$ cat src/rtl/spi_initiator_tx_pkg.sv
// Shared types and constants for the icepool SPI initiator.
// Latency: n/a (declarations only).
// Backpressure: n/a.
package icepool_spi_pkg;

   localparam int DEFAULT_WORD_WIDTH = 32;

   // A responder with a 3-stage sck synchroniser needs at least this many
   // clk_in cycles of high phase to see and act on the rising edge.
   localparam int MIN_CLK_DIV = 4;

   typedef enum logic [2:0] {
      IDLE,
      SETUP,
      SCK_LOW,
      SCK_HIGH,
      HOLD,
      DONE
   } spi_state_t;

   function automatic int max3(input int a, input int b, input int c);
      int m;
      m = (a > b) ? a : b;
      return (m > c) ? m : c;
   endfunction

endpackage

$ cat src/rtl/spi_initiator_tx_if.sv
// Word handshake and SPI pin bundle between host logic, the initiator and the bus.
// Latency: n/a (wires only).
// Backpressure: tx_valid_in/tx_ready_out handshake; SPI pins have none.
interface spi_initiator_tx_if
   import icepool_spi_pkg::*;
#(
   parameter int WORD_WIDTH = DEFAULT_WORD_WIDTH
) ();

   logic [WORD_WIDTH-1:0] tx_data_in;
   logic                  tx_valid_in;
   logic                  tx_ready_out;
   logic [WORD_WIDTH-1:0] rx_data_out;
   logic                  rx_valid_out;
   logic                  busy_out;
   logic                  sck_out;
   logic                  sdo_out;
   logic                  sdi_in;
   logic                  cs_n_out;

   // master: the initiator itself (drives SPI pins, consumes tx words)
   modport master (
      input  tx_data_in, tx_valid_in, sdi_in,
      output tx_ready_out, rx_data_out, rx_valid_out, busy_out,
             sck_out, sdo_out, cs_n_out
   );

   // slave: host logic plus the responder side of the pins
   modport slave (
      output tx_data_in, tx_valid_in, sdi_in,
      input  tx_ready_out, rx_data_out, rx_valid_out, busy_out,
             sck_out, sdo_out, cs_n_out
   );

endinterface

$ cat src/rtl/spi_half_period_timer.sv
// Loadable down-counter; tc is high while the count sits at zero.
// Latency: a load of N gives tc N cycles later, so a phase lasts N+1 cycles.
// Backpressure: none; a load always wins over counting.
module spi_half_period_timer #(
   parameter int WIDTH = 3
) (
   input  logic             clk_in,
   input  logic             reset_in,
   input  logic             load,
   input  logic [WIDTH-1:0] load_val,
   output logic             tc
);

   localparam logic [WIDTH-1:0] ONE = WIDTH'(1);

   logic [WIDTH-1:0] count;

   // Count down to zero and park there until the next load.
   always_ff @(posedge clk_in) begin
      if (reset_in)
         count <= '0;
      else if (load)
         count <= load_val;
      else if (count != '0)
         count <= count - ONE;
   end

   assign tc = (count == '0);

endmodule

$ cat src/rtl/spi_initiator_tx.sv
// SPI mode-0 initiator: shifts one word out MSB-first on sdo while capturing sdi.
// Latency: 1 + CS_SETUP + WORD_WIDTH*2*CLK_DIV + CS_HOLD cycles from accept to rx_valid.
// Backpressure: tx_ready only in IDLE, no queueing; a held tx_valid is taken on the first IDLE cycle.
module spi_initiator_tx
   import icepool_spi_pkg::*;
#(
   parameter int WORD_WIDTH = DEFAULT_WORD_WIDTH,
   parameter int CLK_DIV    = 4,
   parameter int CS_SETUP   = 2,
   parameter int CS_HOLD    = 2
) (
   input logic                clk_in,
   input logic                reset_in,
   spi_initiator_tx_if.master bus
);

   localparam int TW = $clog2(max3(CLK_DIV, CS_SETUP, CS_HOLD) + 1);
   localparam int BW = $clog2(WORD_WIDTH + 1);

   localparam logic [TW-1:0] SETUP_LD = TW'(CS_SETUP - 1);
   localparam logic [TW-1:0] DIV_LD   = TW'(CLK_DIV - 1);
   localparam logic [TW-1:0] HOLD_LD  = TW'(CS_HOLD - 1);
   localparam logic [BW-1:0] BIT_ONE  = BW'(1);
   localparam logic [BW-1:0] BIT_ALL  = BW'(WORD_WIDTH);

   if (CLK_DIV < MIN_CLK_DIV) begin : g_chk_div
      $error("spi_initiator_tx: CLK_DIV=%0d is below the minimum of %0d", CLK_DIV, MIN_CLK_DIV);
   end
   if (CS_SETUP < 1 || CS_HOLD < 1 || WORD_WIDTH < 2) begin : g_chk_misc
      $error("spi_initiator_tx: CS_SETUP/CS_HOLD must be >= 1 and WORD_WIDTH >= 2");
   end

   spi_state_t            state;
   logic [WORD_WIDTH-1:0] tx_sr;
   logic [WORD_WIDTH-1:0] rx_sr;
   logic [WORD_WIDTH-1:0] rx_data;
   logic [BW-1:0]         bit_cnt;
   logic                  tx_ready;
   logic                  busy;
   logic                  rx_valid;
   logic                  sck;
   logic                  cs_n;
   logic                  sdi_meta;
   logic                  sdi_sync;
   logic                  accept;
   logic                  tmr_load;
   logic [TW-1:0]         tmr_val;
   logic                  tmr_tc;

   assign accept = bus.tx_valid_in && tx_ready;

   // sdi comes from another board with no timing relationship to clk_in.
   always_ff @(posedge clk_in) begin
      if (reset_in) begin
         sdi_meta <= 1'b0;
         sdi_sync <= 1'b0;
      end else begin
         sdi_meta <= bus.sdi_in;
         sdi_sync <= sdi_meta;
      end
   end

   // Reload the phase timer whenever the FSM moves into a timed phase.
   always_comb begin
      tmr_load = 1'b0;
      tmr_val  = '0;
      case (state)
         IDLE:     if (accept) begin tmr_load = 1'b1; tmr_val = SETUP_LD; end
         SETUP:    if (tmr_tc) begin tmr_load = 1'b1; tmr_val = DIV_LD;   end
         SCK_LOW:  if (tmr_tc) begin tmr_load = 1'b1; tmr_val = DIV_LD;   end
         SCK_HIGH: if (tmr_tc) begin
                      tmr_load = 1'b1;
                      tmr_val  = (bit_cnt == BIT_ONE) ? HOLD_LD : DIV_LD;
                   end
         default:  ;
      endcase
   end

   spi_half_period_timer #(
      .WIDTH (TW)
   ) u_timer (
      .clk_in   (clk_in),
      .reset_in (reset_in),
      .load     (tmr_load),
      .load_val (tmr_val),
      .tc       (tmr_tc)
   );

   // Transaction sequencer; every bus-facing output is a register here.
   always_ff @(posedge clk_in) begin
      if (reset_in) begin
         state    <= IDLE;
         tx_sr    <= '0;
         rx_sr    <= '0;
         rx_data  <= '0;
         bit_cnt  <= '0;
         tx_ready <= 1'b1;
         busy     <= 1'b0;
         rx_valid <= 1'b0;
         sck      <= 1'b0;
         cs_n     <= 1'b1;
      end else begin
         rx_valid <= 1'b0;
         case (state)
            IDLE: if (accept) begin
               tx_sr    <= bus.tx_data_in;
               bit_cnt  <= BIT_ALL;
               cs_n     <= 1'b0;
               busy     <= 1'b1;
               tx_ready <= 1'b0;
               state    <= SETUP;
            end
            SETUP: if (tmr_tc) state <= SCK_LOW;
            SCK_LOW: if (tmr_tc) begin
               // Rising edge: sdi has been stable for the whole low phase.
               sck   <= 1'b1;
               rx_sr <= {rx_sr[WORD_WIDTH-2:0], sdi_sync};
               state <= SCK_HIGH;
            end
            SCK_HIGH: if (tmr_tc) begin
               sck     <= 1'b0;
               bit_cnt <= bit_cnt - BIT_ONE;
               if (bit_cnt == BIT_ONE) begin
                  state <= HOLD;
               end else begin
                  tx_sr <= {tx_sr[WORD_WIDTH-2:0], 1'b0};
                  state <= SCK_LOW;
               end
            end
            HOLD: if (tmr_tc) begin
               cs_n     <= 1'b1;
               busy     <= 1'b0;
               rx_valid <= 1'b1;
               rx_data  <= rx_sr;
               state    <= DONE;
            end
            DONE: begin
               // Ready only rises after DONE so cs_n is high for at least a cycle.
               tx_ready <= 1'b1;
               state    <= IDLE;
            end
            default: state <= IDLE;
         endcase
      end
   end

   assign bus.tx_ready_out = tx_ready;
   assign bus.rx_data_out  = rx_data;
   assign bus.rx_valid_out = rx_valid;
   assign bus.busy_out     = busy;
   assign bus.sck_out      = sck;
   assign bus.sdo_out      = tx_sr[WORD_WIDTH-1];
   assign bus.cs_n_out     = cs_n;

endmodule

$ cat src/flat_wrapper.sv
// flat-port wrapper written by rule: the top's interface ports become plain ports
module spi_initiator_tx_flat import icepool_spi_pkg::*;
#(
   parameter int WORD_WIDTH = DEFAULT_WORD_WIDTH,
   parameter int CLK_DIV    = 4,
   parameter int CS_SETUP   = 2,
   parameter int CS_HOLD    = 2
)
  (clk_in, reset_in, bus_tx_data_in, bus_tx_valid_in, bus_sdi_in, bus_tx_ready_out, bus_rx_data_out, bus_rx_valid_out, bus_busy_out, bus_sck_out, bus_sdo_out, bus_cs_n_out);
  spi_initiator_tx_if #(.WORD_WIDTH(WORD_WIDTH)) bus_i ();
  input logic clk_in;
  input logic reset_in;
  input wire logic [$bits(bus_i.tx_data_in)-1:0] bus_tx_data_in;
  input wire logic [$bits(bus_i.tx_valid_in)-1:0] bus_tx_valid_in;
  input wire logic [$bits(bus_i.sdi_in)-1:0] bus_sdi_in;
  output wire logic [$bits(bus_i.tx_ready_out)-1:0] bus_tx_ready_out;
  output wire logic [$bits(bus_i.rx_data_out)-1:0] bus_rx_data_out;
  output wire logic [$bits(bus_i.rx_valid_out)-1:0] bus_rx_valid_out;
  output wire logic [$bits(bus_i.busy_out)-1:0] bus_busy_out;
  output wire logic [$bits(bus_i.sck_out)-1:0] bus_sck_out;
  output wire logic [$bits(bus_i.sdo_out)-1:0] bus_sdo_out;
  output wire logic [$bits(bus_i.cs_n_out)-1:0] bus_cs_n_out;
  assign bus_i.tx_data_in = bus_tx_data_in;
  assign bus_i.tx_valid_in = bus_tx_valid_in;
  assign bus_i.sdi_in = bus_sdi_in;
  assign bus_tx_ready_out = bus_i.tx_ready_out;
  assign bus_rx_data_out = bus_i.rx_data_out;
  assign bus_rx_valid_out = bus_i.rx_valid_out;
  assign bus_busy_out = bus_i.busy_out;
  assign bus_sck_out = bus_i.sck_out;
  assign bus_sdo_out = bus_i.sdo_out;
  assign bus_cs_n_out = bus_i.cs_n_out;
  spi_initiator_tx #(.WORD_WIDTH(WORD_WIDTH), .CLK_DIV(CLK_DIV), .CS_SETUP(CS_SETUP), .CS_HOLD(CS_HOLD)) u_core (.clk_in(clk_in), .reset_in(reset_in), .bus(bus_i));
endmodule
$ cat config.mk
export PLATFORM = sky130hd
export DESIGN_NAME = spi_initiator_tx_flat
export DESIGN_NICKNAME = d
export VERILOG_FILES = /design/src/rtl/spi_initiator_tx_pkg.sv /design/src/rtl/spi_initiator_tx_if.sv /design/src/rtl/spi_half_period_timer.sv /design/src/rtl/spi_initiator_tx.sv /design/src/flat_wrapper.sv
export SDC_FILE = /design/constraint.sdc
export NUM_CORES = 1
export LEC_CHECK = 0
export CORE_MARGIN = 10
export CORE_UTILIZATION = 55
export CTS_CLUSTER_SIZE = 30
export DETAILED_ROUTE_END_ITERATION = 8
export PLACE_DENSITY = 0.89
export SLEW_MARGIN = 25
export SYNTH_ARGS = -nofsm -noshare
export SYNTH_HDL_FRONTEND = slang
export SYNTH_HIERARCHICAL = 1
export SYNTH_SLANG_ARGS = --single-unit
export TNS_END_PERCENT = 30
$ cat constraint.sdc
create_clock -name clk_in -period 3.9 [get_ports clk_in]
set_clock_uncertainty 0.2 [all_clocks]
set_input_delay 0.78 -clock clk_in [delete_from_list [all_inputs] [get_ports clk_in]]
set_output_delay 0.78 -clock clk_in [all_outputs]
set_load 0.005 [all_outputs]
==> impl_metrics.csv, run 1 <==
group,metric,value,unit
pwr,p_leak,2.303,nW
pwr,vdd_drop_max,0.0003279,V
sta,min_period,2.585,ns
pwr,cellPowerDensity,580.3,nW/um^2
finish,regArea,2302,sq um
hold_path,hold_depth,2,
finish,mostFrequentLayoutCells,"138 x nand2_1, 115 x dfxtp_1, 79 x a21oi_1",
floorplanning,die_h,114.8,microns
critical_path,path_cells,"inv_1 > ha_1 > nand2b_1 > inv_1 > and3_1 > o21a_4 > a21oi_1 > a211oi_1",
critical_path,timing.rr.start,"u_core/u_timer/count[0]",
cts,clock-sinks,115,
routing,via_count,3971,
finish,syn2layout_area_growth,26.01,%
grt,grt_overflow,0,
sta,rsz0062_at_grt,"no",
sta,worst_slack,1.315,ns
cts,cts-hold-fix-buffers,0,
hold_path,holdCritPathClass,"register to register",
run_status,status,"complete, but fails checks",
critical_path,arrival,2.80,ns
finish,drive_above_1_share,0.1762,
synth,ys_seq_area_frac,0.4656,
floorplanning,die_x,114.8,microns
grt,first_global_vias,3898,
synth,synth_ff_type,"dfxtp_1",
floorplanning,core.rowCount,34,
grt,antenna_found_initial,0,
hold_path,hp-start,"u_core/sdi_sync",
critical_path,cp_common_cell,"inv_1",
sta,slew_headroom,0.3538,
critical_path,cp_slowest_cell,"o21a_4",
synth,synth_xor_area_frac,0.007085,
floorplanning,num_io_pins,74,
sta,timing.hold.ws,0.2557,ns
placed_design,dp_hpwl,7189,microns
routing,drc,1,
critical_path,required,4.12,ns
finish,diodes,0,
critical_path,r2r_setup_slack,1.32,ns
routing,drtPass1Iterations,7,
sta,hold_viol_final,0,
grt,use_met2,0.2794,
sta,slew_violations,0,
critical_path,reg2reg_to,"u_core/tx_sr[31]",
cts,cts-htree-levels,4,
synth,synthAdderAreaFrac,0.01012,
synth,synth_edf_count,0,
synth,synthCells,543,
sta,post-route-period-util,0.6627,
sta,worstMarginPinSlew,0.9659,ns
critical_path,endpoint_kind,"register",
synth,synthSimpleGateAreaFrac,0.1627,
sta,max_freq,386.9,MHz
floorplanning,initial_utilization,0.5670,
routing,drtIter0Drc,214,
cts,cts_resized,0,
synth,synthesis.nets,583,
synth,yosysWarnings,6,
cts,clockBufferDepth,2,
critical_path,critPathKind,"register to register",
routing,wl,11120,microns
grt,grtUsageTotal,0.1676,
grt,busiest_layer,"met2",
critical_path,critPathMaxFanout,31,
grt,grt_max_degree,67,
grt,grt_pass1_wl,18310,microns
grt,use_met3,0.05781,
cts,cts_tree,"built",
critical_path,slowest_delay,0.56,ns
synth,synthMuxAreaShare,0.06275,
placed_design,routabilityCongestion,0.7819,
critical_path,worstRegToRegCells,8,
cts,cts-root-buf,"clkbuf_8",
synth,async_reset_ff_frac,0,
finish,final_common_cell,"nand2_1",
run_status,violations,"design-rule violations",
hold_path,whs_endpoint,"u_core/rx_sr[0]",
synth,synth-seq-cells,115,
cts,cts-buffers-inserted,17,
placed_design,io_buffers,73,
routing,avgRoutedWirePerCell,15.42,microns
cts,clk_latency,0.51,ns
routing,drtAntennaViolNets,0,
finish,num-nets-final,640,
synth,synth_area,4945,sq um
synth,avgSynthCellArea,9.106,sq um
floorplanning,core,8721,sq um
floorplanning,die-area,13180,sq um
synth,synth_compound_area_frac,0.2346,
finish,multi_input_area,2377,sq um
cts,clk_pin_slew_worst_paths,0.06,ns
run,drv_cap,0,
grt,grtUsageMet1,0.1972,
finish,n_fill_cell,592,
cts,postCtsSetupBuffers,0,
placed_design,place_ws,1.114,ns
synth,synth_cell_types,44,
critical_path,start_kind,"register",
routing,routed_via_density,5.508,
sta,setup_viol,0,
synth,synth_top_family_by_area,"compound AO/OA/AOI/OAI gates",
sta,setup_tns,0,ns
## routing by layer
layer / wire, microns / vias to the layer above
met3: 673 / 8
met1: 4727 / 1872
met2: 5615 / 114
li1: - / 1977
met4: 104 / 0
met5: 0 / -
## cell usage after synthesis, types with 2 or more instances
library cell | count | area [sq um]
or3_1 | 2 | 12.51
o211ai_1 | 2 | 15.01
nand3_1 | 3 | 15.01
nor3_1 | 6 | 30.03
inv_1 | 9 | 33.78
xor2_1 | 4 | 35.03
nor2b_1 | 9 | 56.30
buf_8 | 3 | 45.04
a21oi_2 | 30 | 262.8
clkbuf_1 | 12 | 45.04
a2111oi_1 | 2 | 20.02
o21ai_0 | 4 | 20.02
buf_6 | 4 | 45.04
a21oi_1 | 79 | 395.4
nand2_1 | 140 | 525.5
nor2_1 | 7 | 26.28
mux2i_1 | 31 | 310.3
ha_1 | 4 | 50.05
a211oi_2 | 30 | 375.4
dfxtp_1 | 115 | 2302
nor4b_1 | 2 | 17.52
buf_2 | 22 | 110.1
and3_1 | 2 | 12.51
## power breakdown
part / switching, mW / leakage, nW / internal [mW] / total (mW)
clock network: 0.579 / 0.293 / 0.991 / 1.57
logic: 0.366 / 1.07 / 0.300 / 0.667
registers: 0.0953 / 0.935 / 1.28 / 1.38
total: 1.04 / 2.30 / 2.58 / 3.62
## metrics by stage
step	instance area (sq um)	util	cells	total power [mW]
after CTS	6227	0.7141	721	3.634
after detailed placement	5618	0.6442	689	2.052
after global routing	6231	0.7145	721	3.764
after floorplan	4945	-	543	1.929
final	6231	0.7145	721	3.616
after global placement	5618	0.6442	689	2.010
## worst max path at each step
stage / depth (start not counted) / endpoint / startpoint / slack, ns
finish: 8 / u_core/tx_sr[31] / u_core/u_timer/count[0] / 1.32
global route: 8 / u_core/tx_sr[31] / u_core/u_timer/count[0] / 1.16
CTS: 8 / u_core/bus.rx_data_out[8] / u_core/u_timer/count[0] / 1.20
detailed placement: 5 / u_core/tx_sr[31] / bus_tx_valid_in / 1.11
global placement: 5 / u_core/tx_sr[31] / bus_tx_valid_in / 1.16
floorplan: 4 / u_core/u_timer/count[0] / bus_tx_valid_in / 1.90
## area by class of cell
cell class	count	area share
well taps	108	0.02169
multi-input cells	378	0.3815
inverters	9	0.005422
clock inverters	15	0.03133
flip-flops and latches	115	0.3695
clock buffers	17	0.06647
repair buffers	79	0.1241
## kinds of logic (layout without fill, tap and decap cells)
| family | Yosys count | after routing |
|---|---|---|
| AOI/OAI and AO/OA | 154 | 154 |
| xor gates and xnor gates | 4 | 4 |
| adders and majority gates | 4 | 4 |
| buffers and inverters | 50 | 120 |
| DFF | 115 | 115 |
| muxes | 31 | 31 |
| other | 1 | 1 |
| and+or+nand+nor | 184 | 184 |
## critical path, delay by kind of cell, from the launching register on
family / cells / cell delay [ns]
buf+inv: 2 / 0.31
simple gates: 2 / 0.49
flops: 1 / 0.33
compound gates: 3 / 0.95
fa+ha+maj: 1 / 0.21
## sequential cells by signal, summed over array words and instances (netlist names), 3 cells and up
register                cells
u_core/state                3
u_core/tx_sr               32
u_core/u_timer/count        3
u_core/rx_sr               32
u_core/bus.rx_data_out     32
u_core/bit_cnt              6
No activity file was read; power rests on OpenSTA's default activity.
==> inputs of run 2 (changes only) <==
--- a/config.mk
+++ b/config.mk
@@ -6,10 +6,10 @@
 export NUM_CORES = 1
 export LEC_CHECK = 0
 export CORE_MARGIN = 10
-export CORE_UTILIZATION = 55
+export CORE_UTILIZATION = 54
 export CTS_CLUSTER_SIZE = 30
 export DETAILED_ROUTE_END_ITERATION = 8
-export PLACE_DENSITY = 0.89
+export PLACE_DENSITY = 0.88
 export SLEW_MARGIN = 25
 export SYNTH_ARGS = -nofsm -noshare
 export SYNTH_HDL_FRONTEND = slang
==> constraint.sdc (replaced) <==
create_clock -name clk_in -period 2.5 [get_ports clk_in]
set_clock_uncertainty 0.2 [all_clocks]
set_input_delay 0.5 -clock clk_in [delete_from_list [all_inputs] [get_ports clk_in]]
set_output_delay 0.5 -clock clk_in [all_outputs]
set_load 0.005 [all_outputs]
==> run 2 against run 1 <==
Net effect:
- the flow now finishes without violations
- final cell count up 0.83%
- worst setup slack worse by 1.2 ns
- critical path depth unchanged
- critical path type unchanged
- largest power group unchanged
==> impl_metrics.csv, run 2 (synthesized netlist as in run 1, its figures left out) <==
group,metric,value,unit
sta,rsz0062_at_grt,"no",
cts,clockBufferDepth,2,
grt,grt_max_degree,56,
cts,cts_tree,"built",
pwr,finalPower,5.560,mW
grt,grt_pass1_wl,18970,microns
sta,hold_viol_final,0,
cts,cts-hold-fix-buffers,0,
routing,drtAntennaViolNets,0,
sta,setup_viol,0,
finish,mostFrequentLayoutCells,"140 x nand2_1, 115 x dfxtp_1, 78 x a21oi_1",
sta,slew_violations,0,
critical_path,start_kind,"register",
critical_path,endpoint_kind,"register",
floorplanning,initial_utilization,0.5615,
grt,first_global_vias,4020,
cts,cts_resized,0,
placed_design,routabilityCongestion,0.8159,
routing,routed_via_density,5.612,
sta,min_period,2.339,ns
floorplanning,num_io_pins,74,
cts,postCtsSetupBuffers,0,
grt,grt_overflow,0,
floorplanning,die_h,115.7,microns
floorplanning,core,8806,sq um
run_status,status,"complete, no violations",
pwr,cellPowerDensity,880.1,nW/um^2
sta,slew_headroom,0.5324,
finish,final_common_cell,"nand2_1",
floorplanning,die_x,115.7,microns
cts,clk_latency,0.51,ns
routing,wl,11580,microns
critical_path,arrival,2.52,ns
floorplanning,core.rowCount,34,
cts,clock-sinks,115,
placed_design,placed_area,5736,sq um
critical_path,critPathMaxFanout,8,
grt,use_met3,0.05995,
routing,drc,0,
hold_path,holdCritPathClass,"register to register",
sta,post-route-period-util,0.9356,
cts,cts-buffers-inserted,17,
floorplanning,die-area,13380,sq um
routing,drtIter0Drc,327,
grt,use_met2,0.2933,
grt,busiest_layer,"met2",
pwr,p_leak,2.335,nW
sta,max_freq,427.5,MHz
finish,fin_util,0.7174,
grt,grtUsageMet1,0.2004,
cts,cts-root-buf,"clkbuf_8",
finish,diodes,0,
routing,drtPass1Iterations,5,
run,drv_cap,0,
placed_design,place_ws,-0.04622,ns
finish,drive_above_1_share,0.1826,
critical_path,critPathKind,"register to register",
pwr,vdd_drop_max,0.0006786,V
finish,num-nets-final,646,
grt,antenna_found_initial,0,
grt,grtUsageTotal,0.1751,
sta,worst_slack,0.1609,ns
sta,worstMarginPinSlew,0.7014,ns
critical_path,required,2.68,ns
cts,clk_pin_slew_worst_paths,0.06,ns
finish,stdcell_area,6317,sq um
routing,avgRoutedWirePerCell,15.93,microns
cts,cts-htree-levels,4,
routing,via_count,4080,
finish,syn2layout_area_growth,27.76,%
placed_design,dp_hpwl,7338,microns
placed_design,io_buffers,73,
==> run 2: power breakdown <==
group / leakage (nW) / switching, mW / internal [mW]
clock network: 0.273 / 0.921 / 1.37
logic: 1.13 / 0.595 / 0.523
registers: 0.935 / 0.145 / 2.00
==> run 2: stage by stage <==
stage | hold WS [ns] | instances | TNS [ns]
2_1_floorplan | 0.2138 | 543 | 0
3_3_place_gp | 0.2245 | 695 | 0
3_5_place_dp | 0.2331 | 695 | -0.04622
4_1_cts | 0.2539 | 727 | 0
5_1_grt | 0.2701 | 727 | 0
6_report | 0.2451 | 727 | 0
==> run 2: final cells by class <==
class | instances | area, sq um
clock inverters | 14 | 145.1
inverters | 9 | 33.78
flip-flops and latches | 115 | 2302
multi-input cells | 378 | 2380
well taps | 108 | 135.1
fillers | 633 | 2489
repair buffers | 85 | 893.4
clock buffers | 18 | 427.9
==> run 2: routing by layer <==
layer,vias to the layer above,share of wire
met5,-,0
met4,0,0.018
met3,17,0.068
met2,141,0.50
met1,1932,0.42
li1,1990,-
==> run 2: path summary, 6_finish.rpt <==
check	from	endpoint	slack [ns]	cells past startpoint
setup / recovery	u_core/u_timer/count[0]	u_core/u_timer/count[0]	0.16	8
hold reg to reg	u_core/sdi_meta	u_core/sdi_sync	0.25	1
setup reg to reg	u_core/u_timer/count[0]	u_core/u_timer/count[0]	0.16	8
hold / removal	u_core/sdi_meta	u_core/sdi_sync	0.25	1
==> run 2: worst max-delay path: stages (launching register included) <==
cell       delay, ns
dfxtp_1         0.32
inv_1           0.08
ha_1            0.19
nand2b_1        0.11
inv_1           0.22
o21ai_0         0.22
a21oi_2         0.33
nor2b_1         0.10
a2111oi_1       0.44
==> inputs of run 3 (changes only) <==
--- a/config.mk
+++ b/config.mk
@@ -10,7 +10,7 @@
 export CTS_CLUSTER_SIZE = 30
 export DETAILED_ROUTE_END_ITERATION = 8
 export PLACE_DENSITY = 0.88
-export SLEW_MARGIN = 25
+export SLEW_MARGIN = 10
 export SYNTH_ARGS = -nofsm -noshare
 export SYNTH_HDL_FRONTEND = slang
 export SYNTH_HIERARCHICAL = 1
==> results of run 3 <==
Final layout, timing and power as in run 2 (identical DEF).
